**src/rtl/xinyi_debug_pkg.sv**
```systemverilog
// Shared types and constants for the debug writeback serializer.
//   wb_entry_t   : one retired register write {rd, wdata, pc}
//   WEN_ALL      : debug_wb_rf_wen value while an entry is emitted
//   IDLE_PC      : debug_wb_pc value on idle cycles
//   fill_state_t : occupancy class derived from the FIFO count
package xinyi_debug_pkg;

  typedef struct packed {
    logic [4:0]  rd;
    logic [31:0] wdata;
    logic [31:0] pc;
  } wb_entry_t;

  localparam logic [3:0]  WEN_ALL = 4'hf;
  localparam logic [31:0] IDLE_PC = 32'h0;

  typedef enum logic [1:0] {
    FILL_EMPTY,
    FILL_PARTIAL,
    FILL_NEAR_FULL,
    FILL_FULL
  } fill_state_t;

  // NEAR_FULL is checked before EMPTY so a threshold >= depth still stalls.
  function automatic fill_state_t fill_state(input int unsigned cnt,
                                             input int unsigned depth,
                                             input int unsigned th);
    if (cnt >= depth)         return FILL_FULL;
    if ((depth - cnt) <= th)  return FILL_NEAR_FULL;
    if (cnt == 0)             return FILL_EMPTY;
    return FILL_PARTIAL;
  endfunction

endpackage

```
**src/rtl/debug_wb_serializer_fifo.sv**
```systemverilog
// wb_trace_fifo: 2-write / 1-read circular buffer of wb_entry_t.
//   clock, reset        : clock, asynchronous active-high reset
//   wr_cnt[1:0]         : number of entries offered this cycle (0..2)
//   wr_data0/wr_data1   : offered entries, wr_data0 is older
//   rd_en               : pop the head this cycle (ignored when empty)
//   rd_data             : current head entry
//   count               : registered occupancy, $clog2(DEPTH)+1 bits
//   accepted[1:0]       : entries actually written; older entries win
module wb_trace_fifo
  import xinyi_debug_pkg::*;
#(
  parameter int unsigned DEPTH = 8,
  localparam int unsigned AW   = $clog2(DEPTH),
  localparam int unsigned CW   = AW + 1
) (
  input  logic          clock,
  input  logic          reset,
  input  logic [1:0]    wr_cnt,
  input  wb_entry_t     wr_data0,
  input  wb_entry_t     wr_data1,
  input  logic          rd_en,
  output wb_entry_t     rd_data,
  output logic [CW-1:0] count,
  output logic [1:0]    accepted
);

  logic [AW-1:0] wr_ptr_q, wr_ptr_d;
  logic [AW-1:0] rd_ptr_q, rd_ptr_d;
  logic [AW-1:0] wr_ptr_nx;
  logic [CW-1:0] count_q, count_d;
  logic [CW:0]   cap;
  logic          rd_fire;
  wb_entry_t     mem_q [DEPTH];

  always_comb begin
    rd_fire  = rd_en && (count_q != '0);
    // A same-cycle pop frees one slot for the incoming writes.
    cap      = {1'b0, CW'(DEPTH) - count_q} + {{CW{1'b0}}, rd_fire};
    accepted = 2'd0;
    if (cap >= (CW + 1)'(2)) begin
      accepted = (wr_cnt > 2'd2) ? 2'd2 : wr_cnt;
    end else if (cap == (CW + 1)'(1)) begin
      accepted = (wr_cnt != 2'd0) ? 2'd1 : 2'd0;
    end
    wr_ptr_nx = wr_ptr_q + AW'(1);
    wr_ptr_d  = wr_ptr_q + AW'(accepted);
    rd_ptr_d  = rd_ptr_q + AW'(rd_fire);
    count_d   = count_q + CW'(accepted) - CW'(rd_fire);
  end

  always_ff @(posedge clock or posedge reset) begin
    if (reset) begin
      wr_ptr_q <= '0;
      rd_ptr_q <= '0;
      count_q  <= '0;
    end else begin
      wr_ptr_q <= wr_ptr_d;
      rd_ptr_q <= rd_ptr_d;
      count_q  <= count_d;
    end
  end

  // Storage is not reset: entries are only visible through count.
  always_ff @(posedge clock) begin
    if (accepted != 2'd0) mem_q[wr_ptr_q]  <= wr_data0;
    if (accepted == 2'd2) mem_q[wr_ptr_nx] <= wr_data1;
  end

  assign rd_data = mem_q[rd_ptr_q];
  assign count   = count_q;

endmodule

```
**src/rtl/debug_wb_serializer.sv**
```systemverilog
// debug_wb_serializer: serialises up to two retired register writes per
// cycle onto the single-commit debug_wb_* trace interface, in program order.
//   clock, reset            : clock, asynchronous active-high reset
//   wb{0,1}_en/rd/data/pc   : retired writes, slot 0 older than slot 1
//   debug_wb_pc/rf_wen/rf_wnum/rf_wdata : registered emitted write, 0 idle
//   stall_req               : core must not retire next cycle
//   overflow_err            : sticky, a qualifying write was dropped
// Optional (macro XINYI_COMMIT_CNT_EN):
//   commit_cnt[31:0]        : emitted entries
//   dual_cnt[31:0]          : cycles with two accepted pushes
module debug_wb_serializer
  import xinyi_debug_pkg::*;
#(
  parameter int unsigned DEPTH    = 8,
  parameter int unsigned STALL_TH = 2
) (
  input  logic        clock,
  input  logic        reset,
  input  logic        wb0_en,
  input  logic [4:0]  wb0_rd,
  input  logic [31:0] wb0_data,
  input  logic [31:0] wb0_pc,
  input  logic        wb1_en,
  input  logic [4:0]  wb1_rd,
  input  logic [31:0] wb1_data,
  input  logic [31:0] wb1_pc,
  output logic [31:0] debug_wb_pc,
  output logic [3:0]  debug_wb_rf_wen,
  output logic [4:0]  debug_wb_rf_wnum,
  output logic [31:0] debug_wb_rf_wdata,
  output logic        stall_req,
  output logic        overflow_err
`ifdef XINYI_COMMIT_CNT_EN
  ,
  output logic [31:0] commit_cnt,
  output logic [31:0] dual_cnt
`endif
);

  localparam int unsigned CW = $clog2(DEPTH) + 1;

  logic          q0, q1, bypass, rd_en, emit;
  logic [1:0]    n_req, wr_cnt, accepted;
  logic [CW-1:0] count;
  wb_entry_t     e0, e1, first, head, emit_entry, wr_data0, wr_data1;
  fill_state_t   fill;

  logic [31:0] out_pc_q, out_pc_d;
  logic [3:0]  out_wen_q, out_wen_d;
  logic [4:0]  out_wnum_q, out_wnum_d;
  logic [31:0] out_wdata_q, out_wdata_d;
  logic        overflow_q, overflow_d;

  wb_trace_fifo #(.DEPTH(DEPTH)) u_fifo (
    .clock    (clock),
    .reset    (reset),
    .wr_cnt   (wr_cnt),
    .wr_data0 (wr_data0),
    .wr_data1 (wr_data1),
    .rd_en    (rd_en),
    .rd_data  (head),
    .count    (count),
    .accepted (accepted)
  );

  always_comb begin
    q0       = wb0_en && (wb0_rd != 5'd0);
    q1       = wb1_en && (wb1_rd != 5'd0);
    e0.rd    = wb0_rd;
    e0.wdata = wb0_data;
    e0.pc    = wb0_pc;
    e1.rd    = wb1_rd;
    e1.wdata = wb1_data;
    e1.pc    = wb1_pc;
    n_req    = {1'b0, q0} + {1'b0, q1};
    first    = q0 ? e0 : e1;
    rd_en    = (count != '0);

    // With an empty FIFO the oldest incoming entry goes straight to the
    // output register, giving one-cycle latency; only the rest is stored.
    bypass = (count == '0) && (n_req != 2'd0);
    if (bypass) begin
      wr_cnt   = n_req - 2'd1;
      wr_data0 = e1;
      wr_data1 = e1;
    end else begin
      wr_cnt   = n_req;
      wr_data0 = first;
      wr_data1 = e1;
    end

    overflow_d = overflow_q | (accepted != wr_cnt);

    emit        = bypass | rd_en;
    emit_entry  = bypass ? first : head;
    out_pc_d    = emit ? emit_entry.pc    : IDLE_PC;
    out_wen_d   = emit ? WEN_ALL          : '0;
    out_wnum_d  = emit ? emit_entry.rd    : '0;
    out_wdata_d = emit ? emit_entry.wdata : '0;

    fill      = fill_state(32'(count), DEPTH, STALL_TH);
    stall_req = (fill == FILL_NEAR_FULL) || (fill == FILL_FULL);
  end

  always_ff @(posedge clock or posedge reset) begin
    if (reset) begin
      out_pc_q    <= '0;
      out_wen_q   <= '0;
      out_wnum_q  <= '0;
      out_wdata_q <= '0;
      overflow_q  <= 1'b0;
    end else begin
      out_pc_q    <= out_pc_d;
      out_wen_q   <= out_wen_d;
      out_wnum_q  <= out_wnum_d;
      out_wdata_q <= out_wdata_d;
      overflow_q  <= overflow_d;
    end
  end

  assign debug_wb_pc       = out_pc_q;
  assign debug_wb_rf_wen   = out_wen_q;
  assign debug_wb_rf_wnum  = out_wnum_q;
  assign debug_wb_rf_wdata = out_wdata_q;
  assign overflow_err      = overflow_q;

`ifdef XINYI_COMMIT_CNT_EN
  logic [31:0] commit_cnt_q, commit_cnt_d;
  logic [31:0] dual_cnt_q, dual_cnt_d;
  logic        both_accepted;

  always_comb begin
    // In bypass one entry skips the FIFO, so one stored entry means two taken.
    both_accepted = bypass ? ((n_req == 2'd2) && (accepted == 2'd1))
                           : (accepted == 2'd2);
    commit_cnt_d  = commit_cnt_q + 32'(emit);
    dual_cnt_d    = dual_cnt_q + 32'(both_accepted);
  end

  always_ff @(posedge clock or posedge reset) begin
    if (reset) begin
      commit_cnt_q <= '0;
      dual_cnt_q   <= '0;
    end else begin
      commit_cnt_q <= commit_cnt_d;
      dual_cnt_q   <= dual_cnt_d;
    end
  end

  assign commit_cnt = commit_cnt_q;
  assign dual_cnt   = dual_cnt_q;
`endif

endmodule

```
**config.mk**
```make
export PLATFORM = sky130hd
export DESIGN_NAME = debug_wb_serializer
export DESIGN_NICKNAME = d
export VERILOG_FILES = /design/src/rtl/xinyi_debug_pkg.sv /design/src/rtl/debug_wb_serializer_fifo.sv /design/src/rtl/debug_wb_serializer.sv
export SDC_FILE = /design/constraint.sdc
export NUM_CORES = 1
export LEC_CHECK = 0
export CAP_MARGIN = 40
export CORE_ASPECT_RATIO = 1.5
export CORE_UTILIZATION = 40
export CTS_CLUSTER_SIZE = 30
export DETAILED_ROUTE_END_ITERATION = 8
export PLACE_DENSITY = 0.64
export SLEW_MARGIN = 20
export SYNTH_ARGS = -nofsm -noshare
export SYNTH_HDL_FRONTEND = slang
export SYNTH_SLANG_ARGS = --single-unit
```
**constraint.sdc**
```tcl
create_clock -name clock -period 8.1 [get_ports clock]
set_input_delay 1.62 -clock clock [delete_from_list [all_inputs] [get_ports clock]]
set_output_delay 1.62 -clock clock [all_outputs]
set_load 0.02 [all_outputs]
```
==> run summary, run 1 <==
Worst Setup SP - wb1_rd[3]
crit path capture type - register
postcts setup bufs - 0
wire length per cell - 31.8 um
DP Cell Count - 3851
final clock skew - 0.0321 ns
most common cell after layout, fill and taps aside - edfxtp_1
clk root buf - clkbuf_16
cts bufs inserted - 60
most used cell, CP - buf_4
Non-Filler Instances - 3974
worst path cell trace - clkdlybuf4s50_1, or4_1, o21ai_0, ha_1, nand3b_1, buf_4, mux2i_2, a211oi_4, buf_4, buf_4, o221ai_1
max-slew violation count - 0
final hold vios - 0
Syn Inst Count - 2781
Area Overhead vs Synth - 15.2%
Routed WL - 126000 um
CTS tree - done
Fill cells - 7507
Worst-Margin Slew - 1.10 ns
Crit Reg-Reg Startpoint - u_fifo.count[0]$_DFF_PP0_
gpl congestion - 0.801
drt drc - 0
Core ar. - 86700 um2
CP max stage cell - buf_4
R2R Setup Slk - 3.37 ns
Overall Power - 0.0171 W
vias in the first global route - 29000
RSZ-0062 raised after global routing - false
largest net degree at the start of global routing - 223
area of the mapped netlist - 35200 um2
Vias/cell - 7.41
final setup fails - 0
DRT Pass-1 Iters - 7
cts repair resizes - 0
Yosys cell types - 46
Final ANT Viol Nets - 0
syn_area_per_cell - 12.7 um2
Post-synth EDFFs - 552
highest-count cells in the layout ignoring fill and taps - 552 x edfxtp_1, 528 x o221ai_1, 265 x nand3_1
leakage - 12.6 nW
cts hold-fix bufs - 0
required time worst endpoint - 8.46 ns
DPL Wire Length - 67000 um
minimum clock period - 6.13 ns
PortBufs - 216
fmax - 0.163 GHz
status - complete, no violations
fin nets - 2940
initial antenna violation count - 8
worst vdd ir - 0.000650 V
starting density of the core - 40.6%
period utilisation layout - 75.7%
crit path kind - input pin to register
first-pass GRT wire length - 185000 um
crit path max fanout - 46
worst setup path endpoint - u_fifo.mem_q[0][61]$_DFFE_PP_
Worst-path clk slew - 0.07 ns
register area share after synthesis - 52.9%
share of layout cells above drive strength 1 - 12.6%
# IOs - 217
setup TNS - 0 ns
slew margin rel. - 26.9%
Clock Tree Buf Depth - 3
GRT Util Overall - 27.4%
final core utilization - 46.7%
Die Wd - 244 um
capturing point of the worst reg2reg path - u_fifo.mem_q[7][65]$_DFFE_PP_
max incr delay on CP - 0.77 ns
row count - 132
htree depth - 2
total number of vias - 29400
Clock Sinks - 633
Synth Flop Type - edfxtp_1
#FFs+latches synth - 633
HP Class - register to register
Critical Path Start Type - input pin
Final Instance Area - 40500 um2
Net Count, Synth - 2944
starting DRC count in detailed routing - 4608
Max Cap Viol - 0
Worst Reg-to-Reg Cells - 11
async set-reset flop share out of synthesis - 12.8%
Worst Path Arrival - 6.49 ns
die height - 365 um
pwr dens - 423 nW/um2
placed inst area - 38400 um2
Synthesis Warnings - 0
grt ovf - 0
Worst-Skew Late Latency - 0.69 ns
Die ar. - 89200 um2
==> per-layer routing <==
metal	global-route usage [%]	part of all wire, %
met5	0	0.031
met1	34.2	36
met2	44.5	48
met3	5.16	11
met4	16.0	5.1
==> sequential cells by signal (all words and copies together) (netlist names) <==
register           count
debug_wb_pc           32
debug_wb_rf_wdata     32
debug_wb_rf_wen        1
debug_wb_rf_wnum       5
overflow_err           1
u_fifo.count           4
u_fifo.mem_q         552
u_fifo.rd_ptr_q        3
u_fifo.wr_ptr_q        3
==> cells in the mapped netlist (all sizes together) (3+ instances only) <==
cell / instances / area (um2)
edfxtp: 552 / 16600
o221ai: 528 / 4620
nand3: 265 / 1330
nand4: 264 / 1650
clkbuf: 230 / 863
nand2: 148 / 556
mux2i: 141 / 1420
buf: 139 / 861
mux4: 138 / 3110
dfrtp: 81 / 2030
nor2b: 71 / 444
o22ai: 70 / 438
o211ai: 26 / 195
o2111ai: 25 / 219
ha: 19 / 238
inv: 16 / 60.1
nor2: 9 / 36.3
o21bai: 8 / 60.1
and2: 6 / 37.5
xnor2: 5 / 43.8
a211oi: 4 / 80.1
o2111a: 4 / 45.0
xor2: 4 / 35.0
o21ai: 3 / 15.0
==> critical path: cells and delay by family <==
kind,cells,cell delay (ns)
AOI/OAI and AO/OA,3,1.06
adders and majority gates,1,0.28
buffers and inverters,4,2.37
muxes,1,0.35
and+or+nand+nor,2,0.74
==> stage by stage <==
step	hold WS (ns)	setup slack [ns]
after floorplan	0.477	0.587
after global placement	0.598	1.52
after detailed placement	0.615	1.44
after CTS	0.629	2.10
after global routing	0.652	1.88
final	0.637	1.97
==> area by class of cell <==
class	count	area (um2)	share of cell area, %
Clock buffer	71	1550	3.83
Inverter	16	62.6	0.154
Timing Repair Buffer	303	3330	8.22
Sequential cell	633	18600	45.9
Antenna cell	6	15.0	0.0370
Multi-Input combinational cell	1763	15000	37.0
Clock inverter	43	520	1.28
Tap cell	1139	1430	3.52
==> power breakdown <==
part | leakage [nW] | internal, W | switching [W]
registers | 6.02 | 0.00495 | 0.000406
logic | 5.57 | 0.00278 | 0.00595
clock network | 1.02 | 0.00172 | 0.00134
total | 12.6 | 0.00945 | 0.00769
==> cell families (layout without fill, tap and decap cells) <==
kind of cell               count (synthesis)  in the layout  share of synthesized area (%)
AOI/OAI and AO/OA                        678            678                           16.4
xor gates and xnor gates                   9              9                          0.224
adders and majority gates                 21             21                          0.790
buffers and inverters                    385            433                           5.07
DFF                                      633            633                           52.9
muxes                                    281            281                           12.9
other                                      0              6                              0
and+or+nand+nor                          774            774                           11.8
==> worst min-delay path by stage <==
stage / start / end / depth (start not counted)
global placement: u_fifo.wr_ptr_q[2]$_DFF_PP0_ / u_fifo.wr_ptr_q[2]$_DFF_PP0_ / 1
detailed placement: u_fifo.wr_ptr_q[2]$_DFF_PP0_ / u_fifo.wr_ptr_q[2]$_DFF_PP0_ / 1
global route: u_fifo.wr_ptr_q[2]$_DFF_PP0_ / u_fifo.wr_ptr_q[2]$_DFF_PP0_ / 1
floorplan: u_fifo.rd_ptr_q[1]$_DFF_PP0_ / u_fifo.rd_ptr_q[1]$_DFF_PP0_ / 1
finish: u_fifo.wr_ptr_q[2]$_DFF_PP0_ / u_fifo.wr_ptr_q[2]$_DFF_PP0_ / 1
CTS: u_fifo.wr_ptr_q[2]$_DFF_PP0_ / u_fifo.wr_ptr_q[2]$_DFF_PP0_ / 1
No activity file was read; power rests on OpenSTA's default activity.
==> inputs of run 2 (changes only) <==
==> constraint.sdc (replaced) <==
create_clock -name clock -period 5.8 [get_ports clock]
set_input_delay 1.16 -clock clock [delete_from_list [all_inputs] [get_ports clock]]
set_output_delay 1.16 -clock clock [all_outputs]
set_load 0.02 [all_outputs]
==> run 2 against run 1 <==
Non-clock buffer count is 4 lower. Core utilization is 0.075 points lower. Global-route usage hardly changed. Hold slack worse by 0.032 ns. Combinational power is 38% higher. Sequential power is 39% higher. First-iteration DRC count is 7.5% lower. Die area stayed put. Routed wire length is 0.10% lower. Clock-buffer cell count is 26 higher. Sequential share of layout area is 0.074 points higher. Via count is 0.30% lower. Critical endpoint is now u_fifo.mem_q[7][22]$_DFFE_PP_. Largest power group unchanged.
==> run summary, run 2 (same netlist as run 1, synthesis figures left out) <==
sequential cell area - 18600 um2 (unchanged)
Worst-Skew Late Latency - 0.66 ns (was 0.69 ns)
fmax - 0.209 GHz
starting DRC count in detailed routing - 4263 (was 4608)
cts hold-fix bufs - 0 (unchanged)
most common cell after layout, fill and taps aside - edfxtp_1 (unchanged)
Clock Sinks - 633 (unchanged)
drt drc - 0 (unchanged)
R2R Setup Slk - 1.03 ns (was 3.37 ns)
Worst-Margin Slew - 0.965 ns (was 1.10 ns)
worst vdd ir - 0.000684 V (was 0.000650 V)
period utilisation layout - 82.4%
area taken by multi-input logic gates - 15000 um2 (unchanged)
Non-Filler Instances - 3968 (was 3974)
status - complete, no violations (unchanged)
Core ar. - 86700 um2 (unchanged)
cts repair resizes - 0 (unchanged)
leakage - 12.5 nW (was 12.6 nW)
Final ANT Viol Nets - 0 (unchanged)
Vias/cell - 7.40 (was 7.41)
PortBufs - 216 (unchanged)
crit path max fanout - 37 (was 46)
cts bufs inserted - 61 (was 60)
row count - 132 (unchanged)
Most flops, register - u_fifo.mem_q (unchanged)
slew margin rel. - 35.6% (was 26.9%)
Clock Tree Buf Depth - 3 (unchanged)
Worst Path Arrival - 5.11 ns (was 6.49 ns)
crit path kind - input pin to register (unchanged)
pwr dens - 585 nW/um2 (was 423 nW/um2)
grt ovf - 0 (unchanged)
capturing point of the worst reg2reg path - u_fifo.mem_q[2][40]$_DFFE_PP_ (was u_fifo.mem_q[7][65]$_DFFE_PP_)
Worst Reg-to-Reg Cells - 11 (unchanged)
fin nets - 2937 (was 2940)
final clock skew - 0.0155 ns (was 0.0321 ns)
Worst Setup SP - wb1_rd[2] (was wb1_rd[3])
largest net degree at the start of global routing - 203 (was 223)
Final Instance Area - 40500 um2 (about the same)
Worst-path clk slew - 0.06 ns (was 0.07 ns)
DRT Pass-1 Iters - 8 (was 7)
GRT Util Overall - 27.4% (about the same)
die height - 365 um (unchanged)
vias in the first global route - 29600 (was 29000)
minimum clock period - 4.78 ns
DP Cell Count - 3847 (was 3851)
total number of vias - 29400 (about the same)
# IOs - 217 (unchanged)
htree depth - 2 (unchanged)
Fill cells - 7562 (was 7507)
CTS tree - done (unchanged)
required time worst endpoint - 6.13 ns (was 8.46 ns)
DPL Wire Length - 66800 um (was 67000 um)
Worst Hold Launch - u_fifo.wr_ptr_q[2]$_DFF_PP0_ (unchanged)
first-pass GRT wire length - 185000 um (about the same)
initial antenna violation count - 3 (was 8)
starting density of the core - 40.6% (unchanged)
placed inst area - 38400 um2 (about the same)
highest-count cells in the layout ignoring fill and taps - 552 x edfxtp_1, 528 x o221ai_1, 265 x nand3_1 (unchanged)
Die Wd - 244 um (unchanged)
wire length per cell - 31.8 um (about the same)
flip-flop count of the largest register after layout - 552 (unchanged)
Area Overhead vs Synth - 15.0% (was 15.2%)
crit path capture type - register (unchanged)
clk root buf - clkbuf_16 (unchanged)
postcts setup bufs - 0 (unchanged)
share of layout cells above drive strength 1 - 12.5% (was 12.6%)
Max Cap Viol - 0 (unchanged)
setup TNS - 0 ns (unchanged)
worst setup path endpoint - u_fifo.mem_q[7][22]$_DFFE_PP_ (was u_fifo.mem_q[0][61]$_DFFE_PP_)
final setup fails - 0 (unchanged)
Die ar. - 89200 um2 (unchanged)
RSZ-0062 raised after global routing - false (unchanged)
Critical Path Start Type - input pin (unchanged)
gpl congestion - 0.840 (was 0.801)
HP Class - register to register (unchanged)
max-slew violation count - 0 (unchanged)
Routed WL - 126000 um (about the same)
final hold vios - 0 (unchanged)
Crit Reg-Reg Startpoint - u_fifo.count[1]$_DFF_PP0_ (was u_fifo.count[0]$_DFF_PP0_)
run 2: changes by cell type in the layout (fill, tap and decap cells not counted), moves of 4 or more:
cell / delta
buf_12: +20
buf_16: -11
buf_4: -12
bufinv_16: -8
clkbuf_1: +11
clkbuf_8: +12
clkinv_1: -10
clkinv_2: -6
diode_2: -4
run 2: power breakdown:
group | switching [W] | internal [W]
Sequential | 0.000562 | 0.00691
Combinational | 0.00826 | 0.00378
Clock | 0.00185 | 0.00230
Total | 0.0107 | 0.0130
run 2: cell type report:
type / count / area share (%)
Timing Repair Buffer: 299 / 8.23
Sequential cell: 633 / 46.0
Clock buffer: 97 / 4.53
Tap cell: 1139 / 3.52
Inverter: 16 / 0.155
Clock inverter: 19 / 0.464
Antenna cell: 2 / 0.0124
Multi-Input combinational cell: 1763 / 37.1
run 2: worst min path at each step:
stage,end,cells past startpoint
floorplan,u_fifo.rd_ptr_q[1]$_DFF_PP0_,1
global placement,u_fifo.wr_ptr_q[2]$_DFF_PP0_,1
detailed placement,u_fifo.wr_ptr_q[2]$_DFF_PP0_,1
CTS,u_fifo.wr_ptr_q[2]$_DFF_PP0_,1
global route,u_fifo.wr_ptr_q[2]$_DFF_PP0_,1
finish,u_fifo.wr_ptr_q[2]$_DFF_PP0_,1
run 2: routing by layer:
layer,GRT usage [%],up-vias,wire length [um]
met1,32.7,14600,44100
met4,17.5,2,8220
met3,5.03,530,13600
met2,45.6,2318,60300
met5,0,-,13
li1,-,11900,-
run 2: worst max-delay path: stages:
cell             delay [ns]
clkdlybuf4s50_1        0.57
or4_1                  0.56
o21ai_0                0.60
ha_1                   0.29
nand3b_1               0.31
mux2_8                 0.43
o2111a_4               0.57
o21bai_4               0.25
buf_12                 0.31
run 2: stage by stage:
stage	utilization [%]	total power [W]	hold slack, ns	setup WS [ns]
2_1_floorplan	-	0.0150	0.477	-1.25
3_3_place_gp	44.1	0.0189	0.568	0.460
3_5_place_dp	44.2	0.0192	0.584	0.474
4_1_cts	46.6	0.0234	0.597	1.07
5_1_grt	46.7	0.0244	0.625	0.816
6_report	46.7	0.0237	0.605	1.02
